$ cat src/rtl/sync_fifo.sv
// rtl/sync_fifo.sv - first-word-fall-through synchronous FIFO
//
// Purpose: small FIFO whose head entry is always presented on data_o.
// Ports:
//   clk_i, rst_i      clock, synchronous active-high reset (empties the FIFO)
//   push_i, data_i    write request and data
//   pop_i             read request; ignored while empty
//   data_o            head entry, zero while empty
//   full_o, empty_o   occupancy flags
//   drop_o            push_i was refused this cycle (full with no pop)

module sync_fifo #(
  parameter int WIDTH = 8,
  parameter int DEPTH = 8
) (
  input  logic             clk_i,
  input  logic             rst_i,
  input  logic             push_i,
  input  logic [WIDTH-1:0] data_i,
  input  logic             pop_i,
  output logic [WIDTH-1:0] data_o,
  output logic             full_o,
  output logic             empty_o,
  output logic             drop_o
);

  localparam int AW = $clog2(DEPTH);

  logic [WIDTH-1:0] mem [DEPTH];
  // Pointers carry one extra wrap bit so full and empty are distinguishable.
  logic [AW:0] wr_q, wr_d, rd_q, rd_d;
  logic        do_push, do_pop;

  assign empty_o = (wr_q == rd_q);
  assign full_o  = (wr_q[AW] != rd_q[AW]) && (wr_q[AW-1:0] == rd_q[AW-1:0]);
  assign do_pop  = pop_i && !empty_o;
  // A same-cycle pop frees the slot, so a push into a full FIFO still lands.
  assign do_push = push_i && (!full_o || do_pop);
  assign drop_o  = push_i && !do_push;
  assign data_o  = empty_o ? '0 : mem[rd_q[AW-1:0]];

  always_comb begin
    wr_d = wr_q;
    rd_d = rd_q;
    if (do_push) wr_d = wr_q + {{AW{1'b0}}, 1'b1};
    if (do_pop)  rd_d = rd_q + {{AW{1'b0}}, 1'b1};
  end

  always_ff @(posedge clk_i) begin
    if (rst_i) begin
      wr_q <= '0;
      rd_q <= '0;
    end else begin
      wr_q <= wr_d;
      rd_q <= rd_d;
    end
  end

  always_ff @(posedge clk_i) begin
    if (do_push) mem[wr_q[AW-1:0]] <= data_i;
  end

endmodule

$ cat config.mk
export PLATFORM = sky130hd
export DESIGN_NAME = sync_fifo
export DESIGN_NICKNAME = d
export VERILOG_FILES = /design/src/rtl/sync_fifo.sv
export SDC_FILE = /design/constraint.sdc
export NUM_CORES = 1
export LEC_CHECK = 0
export ABC_AREA = 1
export CAP_MARGIN = 15
export CORE_UTILIZATION = 52
export CTS_CLUSTER_DIAMETER = 200
export DETAILED_ROUTE_END_ITERATION = 8
export PLACE_DENSITY = 0.8
export SYNTH_ARGS = -nofsm -noshare
export SYNTH_HDL_FRONTEND = slang
export SYNTH_SLANG_ARGS = --single-unit
$ cat constraint.sdc
create_clock -name clk_i -period 1.7 [get_ports clk_i]
set_clock_uncertainty 0.2 [all_clocks]
set_input_delay 0.51 -clock clk_i [delete_from_list [all_inputs] [get_ports clk_i]]
set_output_delay 0.51 -clock clk_i [all_outputs]
set_load 0.05 [all_outputs]
# Word level (Yosys, flattened, before mapping)
# Memory sizes are Yosys's and may differ from the RTL's. A register that Yosys moved wholly into a read port is not among the register bits.
# Index checks and enable logic that the tools add are counted.
# word_totals
ff_bits	8
ramBits	64
input_bits	12
output_inout_bits	11
elab_cells	21
memories	1
# mem_list
memory	words	word_bits	rd	rd_ports_with_merged_regs	write_ports	line_no	text
mem	8	8	1	1	1	29	logic [WIDTH-1:0] mem [DEPTH];
# classes
addsub	2
n_eq_ne	3
n_mux	5
reduce_logical	8
# ops
operator	count
$add 4x1->4 const B	2
$mux 8	1
$mux 3	2
$eq 4x4->1	1
$logic_and 1x1->1	4
$eq 3x3->1	1
$logic_not 1->1	3
$mux 1	2
$logic_or 1x1->1	1
$ne 1x1->1	1

# Logic depth before layout (Yosys ltp)
# Gate-level depths: netlist (run 1).
# logic_depth
ltp_word	7
depth_mapped	9
ltp_nobuf	9

# Least setup slack after synthesis (run 1)
# No wires, ideal clock.
# synth_path
kind	reg-to-output
start	register rd_q[3]
end	output data_o[1]
arrival_time_ns	1.651
required_time_ns	0.990
slack_ns	-0.661
path_stages_with_launch	7
n_path_buf	1
path_cell_list	dfxtp_1 -> xor2_2 -> inv_1 -> nand3_4 -> buf_6 -> o21ai_0 -> nor2_1
# synth_between
elab_chain_len	2
# synth_lines
item	line_no	text
start, declared	31	logic [AW:0] wr_q, wr_d, rd_q, rd_d;
start signal, assigned	55	rd_q <= rd_d;
$eq 4x4->1	34	assign empty_o = (wr_q == rd_q);
$mux 8	40	assign data_o = empty_o ? '0 : mem[rd_q[AW-1:0]];
end, declared	21	output logic [WIDTH-1:0] data_o,
# Every way passes these cells.

==> results.cfg, run 1 <==
[cts]
clk-insertion-delay-late_ns = 0.34
clock_tree.root_cell = clkbuf_8
cts.htree.levels = 3
cts_num_sinks = 75
ctsHoldBuffers = 0
clock_transition_time_at_the_flip_flop_clock_pins_of_the_worst_setup_and_hold_paths_ns = 0.08
clock_path_buffers = 2
numCtsBuffers = 9
tritoncts = built

[placed_design]
io_buffer_count = 22
dp.cells = 386
place_area_mm2 = 0.00386
finalWeightedCongestion = 0.807
pre_cts_slack_ns = -0.525
detailed_place_hpwl_um = 4510

[global_route]
grt_start_max_net_pins = 31
grt_usage_pct = 26.6
first_global_vias = 2308
grt_first_pass_wirelength_um = 12000
grt_antenna_before_repair = 0
gr-total-overflow = 0

[yosys]
synth_edf_count = 64
synthesis.area_mm2 = 0.00314
asyncSetResetFlopFracSynth_pct = 0
synth-warning-count = 0
postSynth.topFlopCell = edfxtp_1
netlist_instances = 269
synthesis.area_per_instance_um2 = 11.7
seq_area_frac_synth_pct = 68.2
post_synth_num_cell_types = 29
postSynthRegisterBits = 75
synthesis.nets = 283

[worst_setup_path]
start_kind = flop
timing.critical_path.to_type = output pin
crit_fanout = 8
timing.critical_path.arrival_ns = 1.80
worstSetupPathType = flop to output pin
worstPathRequired_ns = 0.99

[detailed_routing]
post_drt_wl_per_cell_um = 20.7
wl_um = 8430
detail_route.drc_violations = 0
vias_per_cell = 5.89
antenna_left = 0
vias = 2397
drtPass1Iterations = 5
detail_route.iter0.violations = 264

[min_path]
timing.hold.worst.class = flop to flop

[floorplanning]
pin_count = 23
fp.dieH_um = 79.7
die_width_um = 79.7
core_area_mm2 = 0.00568
die-area_mm2 = 0.00636
floorplan.rows = 27
effective_utilization_at_floorplan_pct = 55.4

[sta]
worstMarginPinSlew_ns = 0.458
setup_repair_after_global_routing_missed_its_margin = true
fin_crit_ns = 2.51
final-max-slew-violation-count = 0
final-hold-violation-count = 0
setup_viol = 86
max_freq_ghz = 0.399
layout_worst_path_cycle_share_pct = 147
final_critical_path_setup_slack_ns = -0.806
timing.max_slew.rel_slack_pct = 69.4

[layout]
antenna_cells_inserted = 0
final-seq-area_mm2 = 0.00216
final_layout_size_suffix_gt1_share_pct = 49.6
post_route_cell_area_mm2 = 0.00447
final_common_cell = edfxtp_1
num-nets-final = 344
layout.cells.most_common_list = 64 x edfxtp_1, 32 x nor2_1, 23 x buf_4, 22 x nor2_4, 17 x o21ai_2
cell_count_final_fillers_out = 407
syn2layout_area_growth_pct = 42.3
core_util_final_pct = 78.8
nFillCells = 306
multiInputGateArea_mm2 = 0.00132

[power]
power.density_mw_per_mm2 = 994
p_leak_nw = 1.55
finalPower_mw = 4.45
vdd_ir_drop_max_mv = 0.753

[run_status]
run_status = finished, violations left
failed_checks = negative setup slack

[run]
max-cap-violations = 0
==> worst max-delay path, cell delays in order, from the launching register on <==
cell	delay, ns
dfxtp_4	0.44
buf_12	0.17
mux2i_2	0.31
o22ai_2	0.15
nor2_4	0.17
nor2_4	0.05
buf_6	0.14
==> where the power goes <==
| part | internal, mW | total [mW] | switching [mW] |
|---|---|---|---|
| logic | 0.455 | 1.13 | 0.679 |
| clock network | 0.539 | 1.23 | 0.690 |
| registers | 2.05 | 2.08 | 0.0394 |
| total | 3.04 | 4.45 | 1.41 |
==> registers in the layout, summed over array words and instances (netlist names), named ones only <==
name / count
rd_q: 4
wr_q: 4
mem: 64
==> cell type report <==
type | count | area share (%)
repair buffers | 60 | 14.7
well taps | 72 | 2.01
inverters | 15 | 1.51
flip-flops and latches | 75 | 48.4
clock inverters | 7 | 1.17
clock buffers | 9 | 2.77
multi-input cells | 169 | 29.4
==> cell usage after synthesis (4+ instances only) <==
| cell type | number | area (um^2) |
|---|---|---|
| nand2_1 | 20 | 75.1 |
| o21ai_1 | 4 | 20.0 |
| mux2i_1 | 8 | 80.1 |
| o22ai_1 | 8 | 50.1 |
| edfxtp_1 | 64 | 1920 |
| a21oi_1 | 7 | 35.0 |
| inv_1 | 13 | 48.8 |
| nand3_1 | 6 | 30.0 |
| buf_2 | 6 | 30.0 |
| o21ai_0 | 36 | 180 |
| dfxtp_1 | 11 | 220 |
| nor2_1 | 62 | 233 |
==> per-layer routing <==
layer | track usage [%] | vias up | wire length, um | part of all wire, %
met5 | 0 | - | 0 | 0
met4 | 11.3 | 0 | 108 | 1.3
met3 | 5.37 | 10 | 534 | 6.3
met2 | 42.4 | 135 | 4360 | 52
met1 | 35.7 | 1182 | 3420 | 41
li1 | - | 1070 | - | -
==> kinds of logic after synthesis <==
family | count (synthesis) | synth area share (%)
compound gates | 56 | 9.36
xor+xnor | 4 | 1.59
fa+ha+maj | 2 | 0.796
buf+inv | 26 | 3.58
flops | 75 | 68.2
mux | 8 | 2.55
simple gates | 98 | 14.0
==> through the flow <==
| step | setup TNS, ns | hold WS [ns] |
|---|---|---|
| 3_3_place_gp | -32.97 | 0.328 |
| 4_1_cts | -21.53 | 0.362 |
| 2_1_floorplan | -2.91 | 0.267 |
| 6_report | -30.96 | 0.392 |
| 5_1_grt | -37.01 | 0.409 |
| 3_5_place_dp | -34.69 | 0.344 |
==> worst paths after layout <==
path / from / endpoint / slack (ns) / cells after the start
hold reg to reg: wr_q[3] / wr_q[3] / 0.39 / 4
hold / removal: wr_q[3] / wr_q[3] / 0.39 / 4
setup / recovery: flop / data_o[1] / -0.81 / 6
setup reg to reg: wr_q[1] / wr_q[3] / -0.38 / 15
==> timing repair <==
action	in CTS	in global routing
cloned	2	1
endpoints found under the setup margin	79	86
setup buffers	5	3
gates resized for setup	60	56
hold endpoints to repair	0	0
pin swaps	15	21
No activity file was read; power rests on OpenSTA's default activity.
==> run 2, diff against run 1 <==
--- a/config.mk
+++ b/config.mk
@@ -10,7 +10,8 @@
 export CORE_UTILIZATION = 52
 export CTS_CLUSTER_DIAMETER = 200
 export DETAILED_ROUTE_END_ITERATION = 8
-export PLACE_DENSITY = 0.8
+export MAX_ROUTING_LAYER = met4
+export PLACE_DENSITY = 0.75
 export SYNTH_ARGS = -nofsm -noshare
 export SYNTH_HDL_FRONTEND = slang
 export SYNTH_SLANG_ARGS = --single-unit
==> run 2 against run 1 <==
- the run still ends with negative setup slack left
- critical endpoint is now data_o[4]
- fmax decreased by 0.41%
- clock power increased by 7%
- sequential power barely moved
- sequential share of layout area up 0.22 points
- non-clock buffer count increased by 7
- critical path depth grew 1
==> results.cfg, run 2 (synthesis results as in run 1) <==
[run_status]
run_status = finished, violations left
failed_checks = negative setup slack

[placed_design]
detailed_place_hpwl_um = 4890
place_area_mm2 = 0.00391
finalWeightedCongestion = 0.830
pre_cts_slack_ns = -0.539
io_buffer_count = 22

[detailed_routing]
met1_length_um = 3550
vias_per_cell = 5.61
detail_route.drc_violations = 0
vias = 2324
detail_route.iter0.violations = 191
met2RoutedLength_um = 3980
antenna_left = 0
post_drt_wl_per_cell_um = 19.7
drtPass1Iterations = 4
wl_um = 8140
routed.top_layer = met4
dr_wl_met3_um = 484

[cts]
clock_transition_time_at_the_flip_flop_clock_pins_of_the_worst_setup_and_hold_paths_ns = 0.09
cts.htree.levels = 3
numCtsBuffers = 9
cts_num_sinks = 75
clk-insertion-delay-late_ns = 0.34
clock_tree.root_cell = clkbuf_8
clock_path_buffers = 2
tritoncts = built

[min_path]
timing.hold.worst.class = flop to flop
hold_path_startpoint = wr_q[3]

[sta]
setup_repair_after_global_routing_missed_its_margin = true
worstMarginPinSlew_ns = 0.444
timing.max_slew.rel_slack_pct = 70.3
final-max-slew-violation-count = 0
final-hold-violation-count = 0
setup_viol = 86
fin_crit_ns = 2.52
layout_worst_path_cycle_share_pct = 148
final_critical_path_setup_slack_ns = -0.817
max_freq_ghz = 0.397
totalNegativeSetupSlack_ns = -23.30

[floorplanning]
die-area_mm2 = 0.00636
floorplan.rows = 27
pin_count = 23
fp.dieH_um = 79.7
die_width_um = 79.7
core_area_mm2 = 0.00568
effective_utilization_at_floorplan_pct = 55.4

[power]
power_report.internal_total_mw = 3.08
net-switching-power_mw = 1.45
combinationalPowerShare_pct = 25.0
power.density_mw_per_mm2 = 1020
p_leak_nw = 1.57
switching_share_of_power_pct = 32.0
power_frac_seq_pct = 45.9
clkPwrFrac_pct = 29.1
vdd_ir_drop_max_mv = 0.797

[worst_setup_path]
timing.critical_path.to_type = output pin
timing.critical_path.arrival_ns = 1.81
start_kind = flop
worstSetupPathType = flop to output pin
crit_fanout = 9
worstPathRequired_ns = 0.99
critical_path.reg2reg.startpoint = rd_q[0]

[layout]
syn2layout_area_growth_pct = 41.7
num-nets-final = 351
antenna_cells_inserted = 0
post_route_cell_area_mm2 = 0.00445
largest_register_ff_count = 64
core_util_final_pct = 78.5
layout.cells.most_common_list = 64 x edfxtp_1, 36 x nor2_1, 31 x buf_4, 19 x nor2_4, 16 x o21ai_0
final_layout_size_suffix_gt1_share_pct = 47.1
final_common_cell = edfxtp_1

[run]
max-cap-violations = 0

[global_route]
first_global_vias = 2161
gr-total-overflow = 0
grt_start_max_net_pins = 21
grt_first_pass_wirelength_um = 11400
grt_antenna_before_repair = 0
grt_usage_pct = 26.2
==> run 2: changes by cell type in the layout (fill, tap and decap cells not counted), sizes merged <==
cell,delta
clkinvlp,-1
buf,+7
clkinv,-3
inv,+4
==> run 2: metal layers <==
| metal | global-route usage [%] | vias up |
|---|---|---|
| met5 | - | - |
| met4 | 10.4 | 0 |
| met3 | 5.49 | 16 |
| met2 | 37.7 | 86 |
| met1 | 36.6 | 1132 |
| li1 | - | 1090 |
==> run 2: cell type report <==
class	count	area (um^2)
timing repair buffer	67	708
fill	313	1220
sequential	75	2160
tap	72	90.1
clock inverter	7	65.1
inverter	15	70.1
multi-input combinational	169	1230
clock buffer	9	124
==> run 2: per-stage QoR <==
stage | power, mW | instances | hold slack [ns]
floorplan | 2.69 | 269 | 0.267
global placement | 2.99 | 392 | 0.326
detailed placement | 3.01 | 392 | 0.333
CTS | 4.39 | 413 | 0.366
global route | 4.66 | 414 | 0.425
finish | 4.53 | 414 | 0.403
==> run 2: final timing paths <==
path,to,slack (ns),cells past startpoint
hold reg to reg,wr_q[3],0.40,3
setup reg to reg,mem[6][4],-0.26,9
setup / recovery,data_o[4],-0.82,7
hold / removal,wr_q[3],0.40,3
==> run 2: repair_timing <==
item                       CTS  global route
hold buffers                 0             0
gates cloned                 1             1
pin swaps                    9            21
setup endpoints to repair   82            86
resized for setup           48            50
buffers inserted             5             5
==> run 2: power groups by stage <==
stage / Combinational (mW) / Sequential [mW] / Clock, mW
after floorplan: 0.583 / 2.11 / 0
after global placement: 0.883 / 2.11 / 0
after detailed placement: 0.894 / 2.11 / 0
after CTS: 0.997 / 2.07 / 1.33
after global routing: 1.19 / 2.08 / 1.39
final: 1.13 / 2.08 / 1.32
==> run 2: critical path, cell delays in order, from the launching register on <==
cell	delay, ns
dfxtp_4	0.41
buf_12	0.15
buf_12	0.13
mux2i_1	0.21
o22ai_1	0.11
nor2_1	0.22
nor2_4	0.08
buf_8	0.15
